[config.mk]
export PLATFORM = sky130hd
export DESIGN_NAME = button_conditioner_flat
export DESIGN_NICKNAME = d
export VERILOG_FILES = /design/src/rtl/button_cond_pkg.sv /design/src/rtl/button_conditioner_if.sv /design/src/rtl/button_conditioner_sync_nff.sv /design/src/rtl/button_conditioner.sv /design/src/flat_wrapper.sv
export SDC_FILE = /design/constraint.sdc
export NUM_CORES = 1
export LEC_CHECK = 0
export BUFFER_PORTS_ARGS = -buffer_cell sky130_fd_sc_hd__buf_2
export CAP_MARGIN = 20
export CELL_PAD_IN_SITES_DETAIL_PLACEMENT = 0
export CELL_PAD_IN_SITES_GLOBAL_PLACEMENT = 2
export CORE_UTILIZATION = 43
export CTS_CLUSTER_DIAMETER = 50
export DETAILED_ROUTE_END_ITERATION = 10
export HOLD_SLACK_MARGIN = 0.03
export MAX_ROUTING_LAYER = met4
export PLACE_DENSITY_LB_ADDON = 0.15
export SYNTH_ARGS = -nofsm -noshare
export SYNTH_HDL_FRONTEND = slang
export SYNTH_SLANG_ARGS = --single-unit
[constraint.sdc]
create_clock -name clk -period 3.4 [get_ports clk]
set_clock_uncertainty 0.1 [all_clocks]
set_input_delay 0.34 -clock clk [delete_from_list [all_inputs] [get_ports clk]]
set_output_delay 0.34 -clock clk [all_outputs]
set_load 0.005 [all_outputs]
[src/rtl/button_cond_pkg.sv]
// Shared types and helpers for the push-button conditioner.
package button_cond_pkg;

  typedef enum logic [1:0] {
    IDLE    = 2'd0,
    ARMING  = 2'd1,
    PRESSED = 2'd2,
    DISARM  = 2'd3
  } state_t;

  // Counter width that stays legal for tiny or zero terminal values.
  function automatic int cnt_width(input int n);
    return (n > 1) ? $clog2(n) : 1;
  endfunction

endpackage

[src/rtl/button_conditioner_if.sv]
// Pin-side and lights-side signals of the button conditioner.
interface button_conditioner_if;
  logic button_raw_i;
  logic button_o;
  logic press_o;
  logic release_o;
  logic button_step_o;

  modport slave (
    input  button_raw_i,
    output button_o, press_o, release_o, button_step_o
  );

  modport master (
    output button_raw_i,
    input  button_o, press_o, release_o, button_step_o
  );
endinterface

[src/rtl/button_conditioner_sync_nff.sv]
// N-flop synchroniser for an asynchronous single-bit input, cleared by reset.
module sync_nff #(
  parameter int STAGES = 2
) (
  input  logic clk,
  input  logic rst,
  input  logic d_i,
  output logic q_o
);
  logic [STAGES-1:0] sync_q;

  always_ff @(posedge clk or posedge rst) begin
    if (rst) sync_q <= '0;
    else     sync_q <= {sync_q[STAGES-2:0], d_i};
  end

  assign q_o = sync_q[STAGES-1];
endmodule

[src/rtl/button_conditioner.sv]
// Synchronises and debounces a push-button; emits level, press/release pulses
// and a rate-limited step strobe for the downstream lights stage.
module button_conditioner
  import button_cond_pkg::*;
#(
  parameter int SYNC_STAGES     = 2,
  parameter int DEBOUNCE_CYCLES = 500000,
  parameter int STEP_PERIOD     = 25000000
) (
  input logic clk,
  input logic rst,
  button_conditioner_if.slave bus
);
  localparam int DEB_W  = cnt_width(DEBOUNCE_CYCLES);
  localparam int STEP_W = cnt_width(STEP_PERIOD);
  localparam logic [DEB_W-1:0]  DEB_LAST  = DEB_W'(DEBOUNCE_CYCLES - 1);
  localparam logic [STEP_W-1:0] STEP_LAST = STEP_W'((STEP_PERIOD > 0) ? STEP_PERIOD - 1 : 0);

  logic             sync;
  state_t           state_q;
  logic [DEB_W-1:0] deb_cnt_q;
  logic             button_q, press_q, release_q, step_q;
  logic             press_d, release_d;

  sync_nff #(.STAGES(SYNC_STAGES)) u_sync (
    .clk (clk),
    .rst (rst),
    .d_i (bus.button_raw_i),
    .q_o (sync)
  );

  always_comb begin
    press_d   = (state_q == ARMING) && sync  && (deb_cnt_q == DEB_LAST);
    release_d = (state_q == DISARM) && !sync && (deb_cnt_q == DEB_LAST);
  end

  always_ff @(posedge clk or posedge rst) begin
    if (rst) begin
      state_q   <= IDLE;
      deb_cnt_q <= '0;
      button_q  <= 1'b0;
      press_q   <= 1'b0;
      release_q <= 1'b0;
    end else begin
      press_q   <= press_d;
      release_q <= release_d;
      case (state_q)
        IDLE: if (sync) begin
          state_q   <= ARMING;
          deb_cnt_q <= DEB_W'(1);
        end
        ARMING: begin
          if (!sync) state_q <= IDLE;
          else if (press_d) begin
            state_q  <= PRESSED;
            button_q <= 1'b1;
          end else deb_cnt_q <= deb_cnt_q + DEB_W'(1);
        end
        PRESSED: if (!sync) begin
          state_q   <= DISARM;
          deb_cnt_q <= DEB_W'(1);
        end
        DISARM: begin
          if (sync) state_q <= PRESSED;
          else if (release_d) begin
            state_q  <= IDLE;
            button_q <= 1'b0;
          end else deb_cnt_q <= deb_cnt_q + DEB_W'(1);
        end
        default: state_q <= IDLE;
      endcase
    end
  end

  generate
    if (STEP_PERIOD == 0) begin : g_step_level
      // Strobe mirrors the next button level so it lines up with button_q.
      always_ff @(posedge clk or posedge rst) begin
        if (rst) step_q <= 1'b0;
        else     step_q <= press_d | (button_q & ~release_d);
      end
    end else begin : g_step_timer
      logic [STEP_W-1:0] step_cnt_q;
      always_ff @(posedge clk or posedge rst) begin
        if (rst) begin
          step_cnt_q <= '0;
          step_q     <= 1'b0;
        end else if (press_d) begin
          step_cnt_q <= '0;
          step_q     <= 1'b1;
        end else if (button_q && !release_d) begin
          if (step_cnt_q == STEP_LAST) begin
            step_cnt_q <= '0;
            step_q     <= 1'b1;
          end else begin
            step_cnt_q <= step_cnt_q + STEP_W'(1);
            step_q     <= 1'b0;
          end
        end else begin
          step_cnt_q <= '0;
          step_q     <= 1'b0;
        end
      end
    end
  endgenerate

  assign bus.button_o      = button_q;
  assign bus.press_o       = press_q;
  assign bus.release_o     = release_q;
  assign bus.button_step_o = step_q;
endmodule

[src/flat_wrapper.sv]
// flat-port wrapper written by rule: the top's interface ports become plain ports
module button_conditioner_flat import button_cond_pkg::*;
#(
  parameter int SYNC_STAGES     = 2,
  parameter int DEBOUNCE_CYCLES = 500000,
  parameter int STEP_PERIOD     = 25000000
)
  (clk, rst, bus_button_raw_i, bus_button_o, bus_press_o, bus_release_o, bus_button_step_o);
  button_conditioner_if bus_i ();
  input logic clk;
  input logic rst;
  input wire logic [$bits(bus_i.button_raw_i)-1:0] bus_button_raw_i;
  output wire logic [$bits(bus_i.button_o)-1:0] bus_button_o;
  output wire logic [$bits(bus_i.press_o)-1:0] bus_press_o;
  output wire logic [$bits(bus_i.release_o)-1:0] bus_release_o;
  output wire logic [$bits(bus_i.button_step_o)-1:0] bus_button_step_o;
  assign bus_i.button_raw_i = bus_button_raw_i;
  assign bus_button_o = bus_i.button_o;
  assign bus_press_o = bus_i.press_o;
  assign bus_release_o = bus_i.release_o;
  assign bus_button_step_o = bus_i.button_step_o;
  button_conditioner #(.SYNC_STAGES(SYNC_STAGES), .DEBOUNCE_CYCLES(DEBOUNCE_CYCLES), .STEP_PERIOD(STEP_PERIOD)) u_core (.clk(clk), .rst(rst), .bus(bus_i));
endmodule
==> flow_summary.ini, run 1 <==
[place]
pre_cts_slack_ns = 0.685
gp_congestion = 0.748
portBuffers = 6
hpwl_um = 3530
dp.cells = 344
dpl_cell_area_um2 = 2700

[power_and_ir_drop]
irDropWorstVdd_mv = 0.232
p_leak_nw = 1.17
power_density_nw_per_um2 = 389

[clock_network]
cts-hold-fix-buffers = 1
clk_pin_slew_ns = 0.09
cts_buffers = 5
htreeDepth = 2
post-cts-setup-buffer-count = 0
cts_resized = 0
cts_tree = done
clk_latency_ns = 0.30
cts.path.max_buffers = 2
cts_root_buf = clkbuf_8
cts_sinks = 52

[setup_path]
r2r-start = u_core.u_sync.sync_q[1]
reg2reg_slack_ns = 0.71
rr_endpoint = u_core.g_step_timer.step_cnt_q[5]
cp-start-kind = flip-flop
crit_type = reg2reg
worstPathRequired_ns = 3.52
cp_max_fo = 24
cp_data_arrival_time_ns = 2.81
crit_start = u_core.u_sync.sync_q[1]
end_kind = flip-flop
r2r_cells = 5

[route]
drt_first_pass_iters = 4
routed_wl_um = 5160
drt_iter0_markers = 214
vias = 1887
via_per_inst = 5.32
drc = 0
routedWlPerCell_um = 14.5
ant_nets = 0

[hold_path]
whs_endpoint = u_core.u_sync.sync_q[1]
min_from = u_core.u_sync.sync_q[0]
min_delay_path_depth = 0
hp-class = reg2reg

[finish]
regArea_um2 = 1300
postLayoutCellArea_um2 = 2850
diodes = 0
fin_nets = 284
finalNonFillerCells = 355
final_core_util = 0.481
areaGrowthSynthToFinish_pct = 8.33
multi_input_comb_area_um2 = 1240
drive_above_1_share = 0.0964
fill_cells = 573

[grt]
grt_start_max_net_pins = 53
gr-total-overflow = 0
antenna_found_initial = 0
track_usage = 0.189
grt_pass1_wl_um = 9110
grt_pass1_vias = 1891

[timing]
maxSlewViolCount = 0
hold_violations = 0
fin_crit_sh = 0.791
tns_ns = 0
fmax_ghz = 0.372
rsz0062_at_grt = no
min_period_ns = 2.69
setup_slack_ns = 0.711
tightest_slew_ns = 0.798
slew_headroom = 0.468
finalSetupViolations = 0

[synthesis]
syn_area_um2 = 2630
yosysTopAreaCellShare = 0.495
synth_top_cell_by_area = dfrtp_1
syn_avg_cell_area_um2 = 9.66
netlist-cell-type-count = 48
ys.flop_type = dfrtp_1
async_flop_share = 1.00
synth_adder_area_share = 0.00952
synth_mux_area_frac = 0.00381
yosys_warnings = 0
synth_top_family_by_area = simple AND/OR/NAND/NOR gates
netlist_instances = 272
synth-simple-area-share = 0.282
ys_ff_latch = 52
synth_compound_area_frac = 0.0781
seq_area_frac_synth = 0.495
synth_xor_xnor_area_share = 0.0995
synthTopCellsByArea = dfrtp_1 (50%), nor2_1 (5.4%), xor2_1 (5.0%)
synth_nets = 277
synth-edff-count = 0

[floorplanning]
die_y_um = 80.2
ios = 7
die_w_um = 80.2
num_rows = 28
coreArea_um2 = 5920
initial_core_util = 0.444
die-area_um2 = 6430

[run]
drv_cap = 0

[status]
status = complete, no violations
-- cells in the mapped netlist, drive strengths merged (2+ instances only) --
master / n
o31ai: 6
o41ai: 2
nor3: 8
o21ai: 8
a21oi: 6
buf: 3
xnor2: 14
inv: 8
nor4: 7
clkbuf: 6
and3: 7
or2: 4
nand4: 8
or3: 4
ha: 2
nor4b: 2
dfrtp: 52
xor2: 15
nand2: 23
nand3: 21
nor2: 38
and2: 7
and4: 4
-- sequential cells by signal, indices dropped and copies added, names as in the netlist, named ones only --
register                        count
u_core.bus.button_o                 1
u_core.bus.button_step_o            1
u_core.bus.press_o                  1
u_core.bus.release_o                1
u_core.deb_cnt_q                   19
u_core.g_step_timer.step_cnt_q     25
u_core.state_q                      1
u_core.u_sync.sync_q                2
-- worst max-delay path by stage --
stage / endpoint / cells after the start
2_1_floorplan: u_core.g_step_timer.step_cnt_q[18] / 7
3_3_place_gp: u_core.g_step_timer.step_cnt_q[5] / 5
3_5_place_dp: u_core.g_step_timer.step_cnt_q[3] / 5
4_1_cts: u_core.g_step_timer.step_cnt_q[5] / 5
5_1_grt: u_core.g_step_timer.step_cnt_q[13] / 5
6_report: u_core.g_step_timer.step_cnt_q[5] / 5
-- cell type report --
type	instances	share of cell area
Sequential cell	52	0.457
Clock buffer	6	0.0255
Timing Repair Buffer	9	0.0246
Inverter	8	0.0105
Clock inverter	2	0.0123
Multi-Input combinational cell	203	0.437
Tap cell	75	0.0330
-- layout by cell type, fill, tap and decap left out, types with 2 or more instances in the layout --
cell type      netlist  routed
or3_1                4       4
nor2_1              38      38
nor3_1               7       7
nand3_1             21      21
and3_1               5       5
clkbuf_8             0       5
o31ai_1              6       6
and2_2               2       2
xor2_1              15      15
a21oi_1              6       6
nand4_1              8       8
o41ai_1              2       2
nor4b_1              2       2
inv_1                8       7
buf_2                0       6
xnor2_1             13      13
or2_2                3       3
and4_1               4       4
o21ai_0              8       8
ha_1                 2       2
dfrtp_1             52      52
and2_1               4       4
nor4_1               6       6
dlygate4sd3_1        0       2
and3_2               2       2
nand2_1             23      23
-- metal layers --
layer,wire [µm],part of all wire,track usage,vias to the layer above
met5,0,0,-,-
met4,26,0.0050,0.0482,0
met3,195,0.038,0.0375,2
met2,2150,0.42,0.253,28
met1,2780,0.54,0.288,891
li1,-,-,-,966
-- critical path: stages (launching register included) --
cell      delay, ns
dfrtp_1        0.45
xnor2_2        0.61
nand2b_1       0.53
o31ai_1        0.16
or2_1          0.55
nor2_1         0.22
-- power breakdown --
part	switching [mW]	internal [mW]	total (mW)	leakage, nW
Clock	0.197	0.219	0.415	0.0552
Sequential	0.0145	0.629	0.643	0.715
Combinational	0.0302	0.0178	0.0480	0.400
Total	0.241	0.865	1.11	1.17
-- stage by stage --
step           total power [mW]  hold slack [ns]
2_1_floorplan             0.688            0.231
3_3_place_gp              0.700            0.243
3_5_place_dp              0.701            0.237
4_1_cts                    1.12            0.243
5_1_grt                    1.16            0.271
6_report                   1.11            0.255
-- logic make-up after synthesis --
group | Yosys count
adder cells (fa/ha/maj) | 2
AND/OR/NAND/NOR | 140
AO/OA/AOI/OAI | 31
buffers and inverters | 17
flip-flops | 52
XOR/XNOR | 29
multiplexers | 1
Power figures use the tool's default switching activity.
==> run 2, diff against run 1 <==
--- a/config.mk
+++ b/config.mk
@@ -9,7 +9,7 @@
 export CAP_MARGIN = 20
 export CELL_PAD_IN_SITES_DETAIL_PLACEMENT = 0
 export CELL_PAD_IN_SITES_GLOBAL_PLACEMENT = 2
-export CORE_UTILIZATION = 43
+export CORE_UTILIZATION = 40
 export CTS_CLUSTER_DIAMETER = 50
 export DETAILED_ROUTE_END_ITERATION = 10
 export HOLD_SLACK_MARGIN = 0.03
==> constraint.sdc (replaced) <==
create_clock -name clk -period 2.51 [get_ports clk]
set_clock_uncertainty 0.1 [all_clocks]
set_input_delay 0.251 -clock clk [delete_from_list [all_inputs] [get_ports clk]]
set_output_delay 0.251 -clock clk [all_outputs]
set_load 0.005 [all_outputs]
==> run 2 against run 1 <==
Combinational power grew 45%. Non-clock buffer count grew 7. Register-to-register slack worse by 0.32 ns. Clock power grew 22%. Flip-flop and latch count did not move. Core utilization down 2.8 points. Clock-buffer cell count fell by 1. Critical endpoint is now u_core.g_step_timer.step_cnt_q[7].
==> flow_summary.ini, run 2 (synthesized netlist as in run 1, its figures left out) <==
[finish]
postLayoutCellArea_um2 = 2880
layout.cells.most_common = dfrtp_1
fill_cells = 618
largest_reg_flops = 25
fin_nets = 291
regArea_um2 = 1300
top_register = u_core.g_step_timer.step_cnt_q
areaGrowthSynthToFinish_pct = 9.48
drive_above_1_share = 0.122
mostFrequentLayoutCells = dfrtp_1 (52), nor2_1 (38), nand2_1 (23)
diodes = 0
largest_registers = u_core.g_step_timer.step_cnt_q x25, u_core.deb_cnt_q x19, u_core.u_sync.sync_q x2
multi_input_comb_area_um2 = 1240

[route]
drc = 0
ant_nets = 0
routedWlPerCell_um = 14.9
drt_iter0_markers = 113
vias = 1975
drt_first_pass_iters = 6
via_per_inst = 5.43
routed_wl_um = 5430

[hold_path]
min_from = u_core.u_sync.sync_q[0]
hp-class = reg2reg

[floorplanning]
die_y_um = 83.1
die_w_um = 83.1
ios = 7
initial_core_util = 0.414
die-area_um2 = 6900
num_rows = 29
coreArea_um2 = 6350

[timing]
rsz0062_at_grt = no
tightest_slew_ns = 0.664
min_period_ns = 2.12
tns_ns = 0
fin_crit_sh = 0.845
hold_violations = 0
fmax_ghz = 0.471
slew_headroom = 0.554
finalSetupViolations = 0
maxSlewViolCount = 0

[power_and_ir_drop]
internal-power_mw = 1.08
clock_power_share = 0.350
netSwitchingPower_uw = 366
seqPwrFrac = 0.602
combinationalPowerShare = 0.048
power_density_nw_per_um2 = 504
finalPower_mw = 1.45
p_leak_nw = 1.19
irDropWorstVdd_mv = 0.237
switching_share = 0.253

[setup_path]
worstPathRequired_ns = 2.62
end_kind = flip-flop
crit_start = u_core.deb_cnt_q[7]
cp_max_fo = 13
crit_type = reg2reg
r2r-start = u_core.deb_cnt_q[7]
cp-start-kind = flip-flop
cp_data_arrival_time_ns = 2.23

[clock_network]
cts_resized = 0
clk_pin_slew_ns = 0.10
cts.path.max_buffers = 2
cts_buffers = 5
clk_latency_ns = 0.31
htreeDepth = 2
cts_root_buf = clkbuf_8
post-cts-setup-buffer-count = 0
cts_sinks = 52
cts_tree = done

[grt]
grt_pass1_vias = 1889
grt_start_max_net_pins = 24
antenna_found_initial = 0
grt_pass1_wl_um = 9450
track_usage = 0.176
gr-total-overflow = 0

[place]
hpwl_um = 3830
gp_congestion = 0.706
dpl_cell_area_um2 = 2760
portBuffers = 6

[run]
drv_cap = 0

[status]
status = complete, no violations
-- run 2: changes by cell type in the layout (fill, tap and decap cells not counted) --
cell / previous run / this run
buf_12: 1 / 0
clkbuf_1: 1 / 0
buf_4: 0 / 8
inv_6: 0 / 2
clkinv_2: 1 / 0
clkinv_4: 0 / 1
bufinv_16: 1 / 0
-- run 2: final timing paths --
kind / to / slack (ns) / cells after the start
setup / recovery: u_core.g_step_timer.step_cnt_q[7] / 0.39 / 6
hold / removal: u_core.u_sync.sync_q[1] / 0.27 / 0
setup reg to reg: u_core.g_step_timer.step_cnt_q[7] / 0.39 / 6
hold reg to reg: u_core.u_sync.sync_q[1] / 0.27 / 0
max in group asynchronous: u_core.deb_cnt_q[5] / 1.33 / 4
min in group asynchronous: u_core.bus.button_step_o / 0.39 / 3
-- run 2: layout make-up --
class                           instances  share of cell area
Multi-Input combinational cell        203               0.432
Tap cell                               77              0.0335
Clock inverter                          3             0.00913
Sequential cell                        52               0.452
Timing Repair Buffer                   16              0.0383
Clock buffer                            5              0.0239
Inverter                                8              0.0104
-- run 2: metrics by stage --
| step | instances | worst slack [ns] | util | hold slack (ns) |
|---|---|---|---|---|
| 2_1_floorplan | 272 | 0.541 | - | 0.182 |
| 5_1_grt | 364 | 0.213 | 0.453 | 0.274 |
| 6_report | 364 | 0.389 | 0.453 | 0.267 |
| 3_5_place_dp | 354 | 0.409 | 0.435 | 0.195 |
| 3_3_place_gp | 354 | 0.443 | 0.435 | 0.199 |
| 4_1_cts | 364 | 0.383 | 0.453 | 0.270 |
-- run 2: critical path: stages (launching register included) --
cell,delay (ns)
dfrtp_1,0.46
nor4b_1,0.38
nand3_1,0.25
o31ai_1,0.40
or2_1,0.17
buf_4,0.19
nor2_1,0.07
-- run 2: layer usage --
layer | vias up | GRT usage | share of wire
li1 | 981 | - | -
met1 | 968 | 0.263 | 0.56
met5 | - | - | 0
met2 | 20 | 0.245 | 0.40
met4 | 0 | 0.0470 | 0.011
met3 | 6 | 0.0328 | 0.027
-- run 2: what timing repair did --
action	CTS	global route
endpoints found under the setup margin	0	0
endpoints found under the hold margin	22	0
hold buffers	2	0
-- run 2: power by group through the flow --
stage | combinational, mW | sequential (mW) | clock [mW]
after detailed placement | 0.0685 | 0.889 | 0
after global placement | 0.0688 | 0.888 | 0
after floorplan | 0.0509 | 0.881 | 0
after global routing | 0.0816 | 0.876 | 0.561
after CTS | 0.0714 | 0.873 | 0.531
final | 0.0697 | 0.873 | 0.508
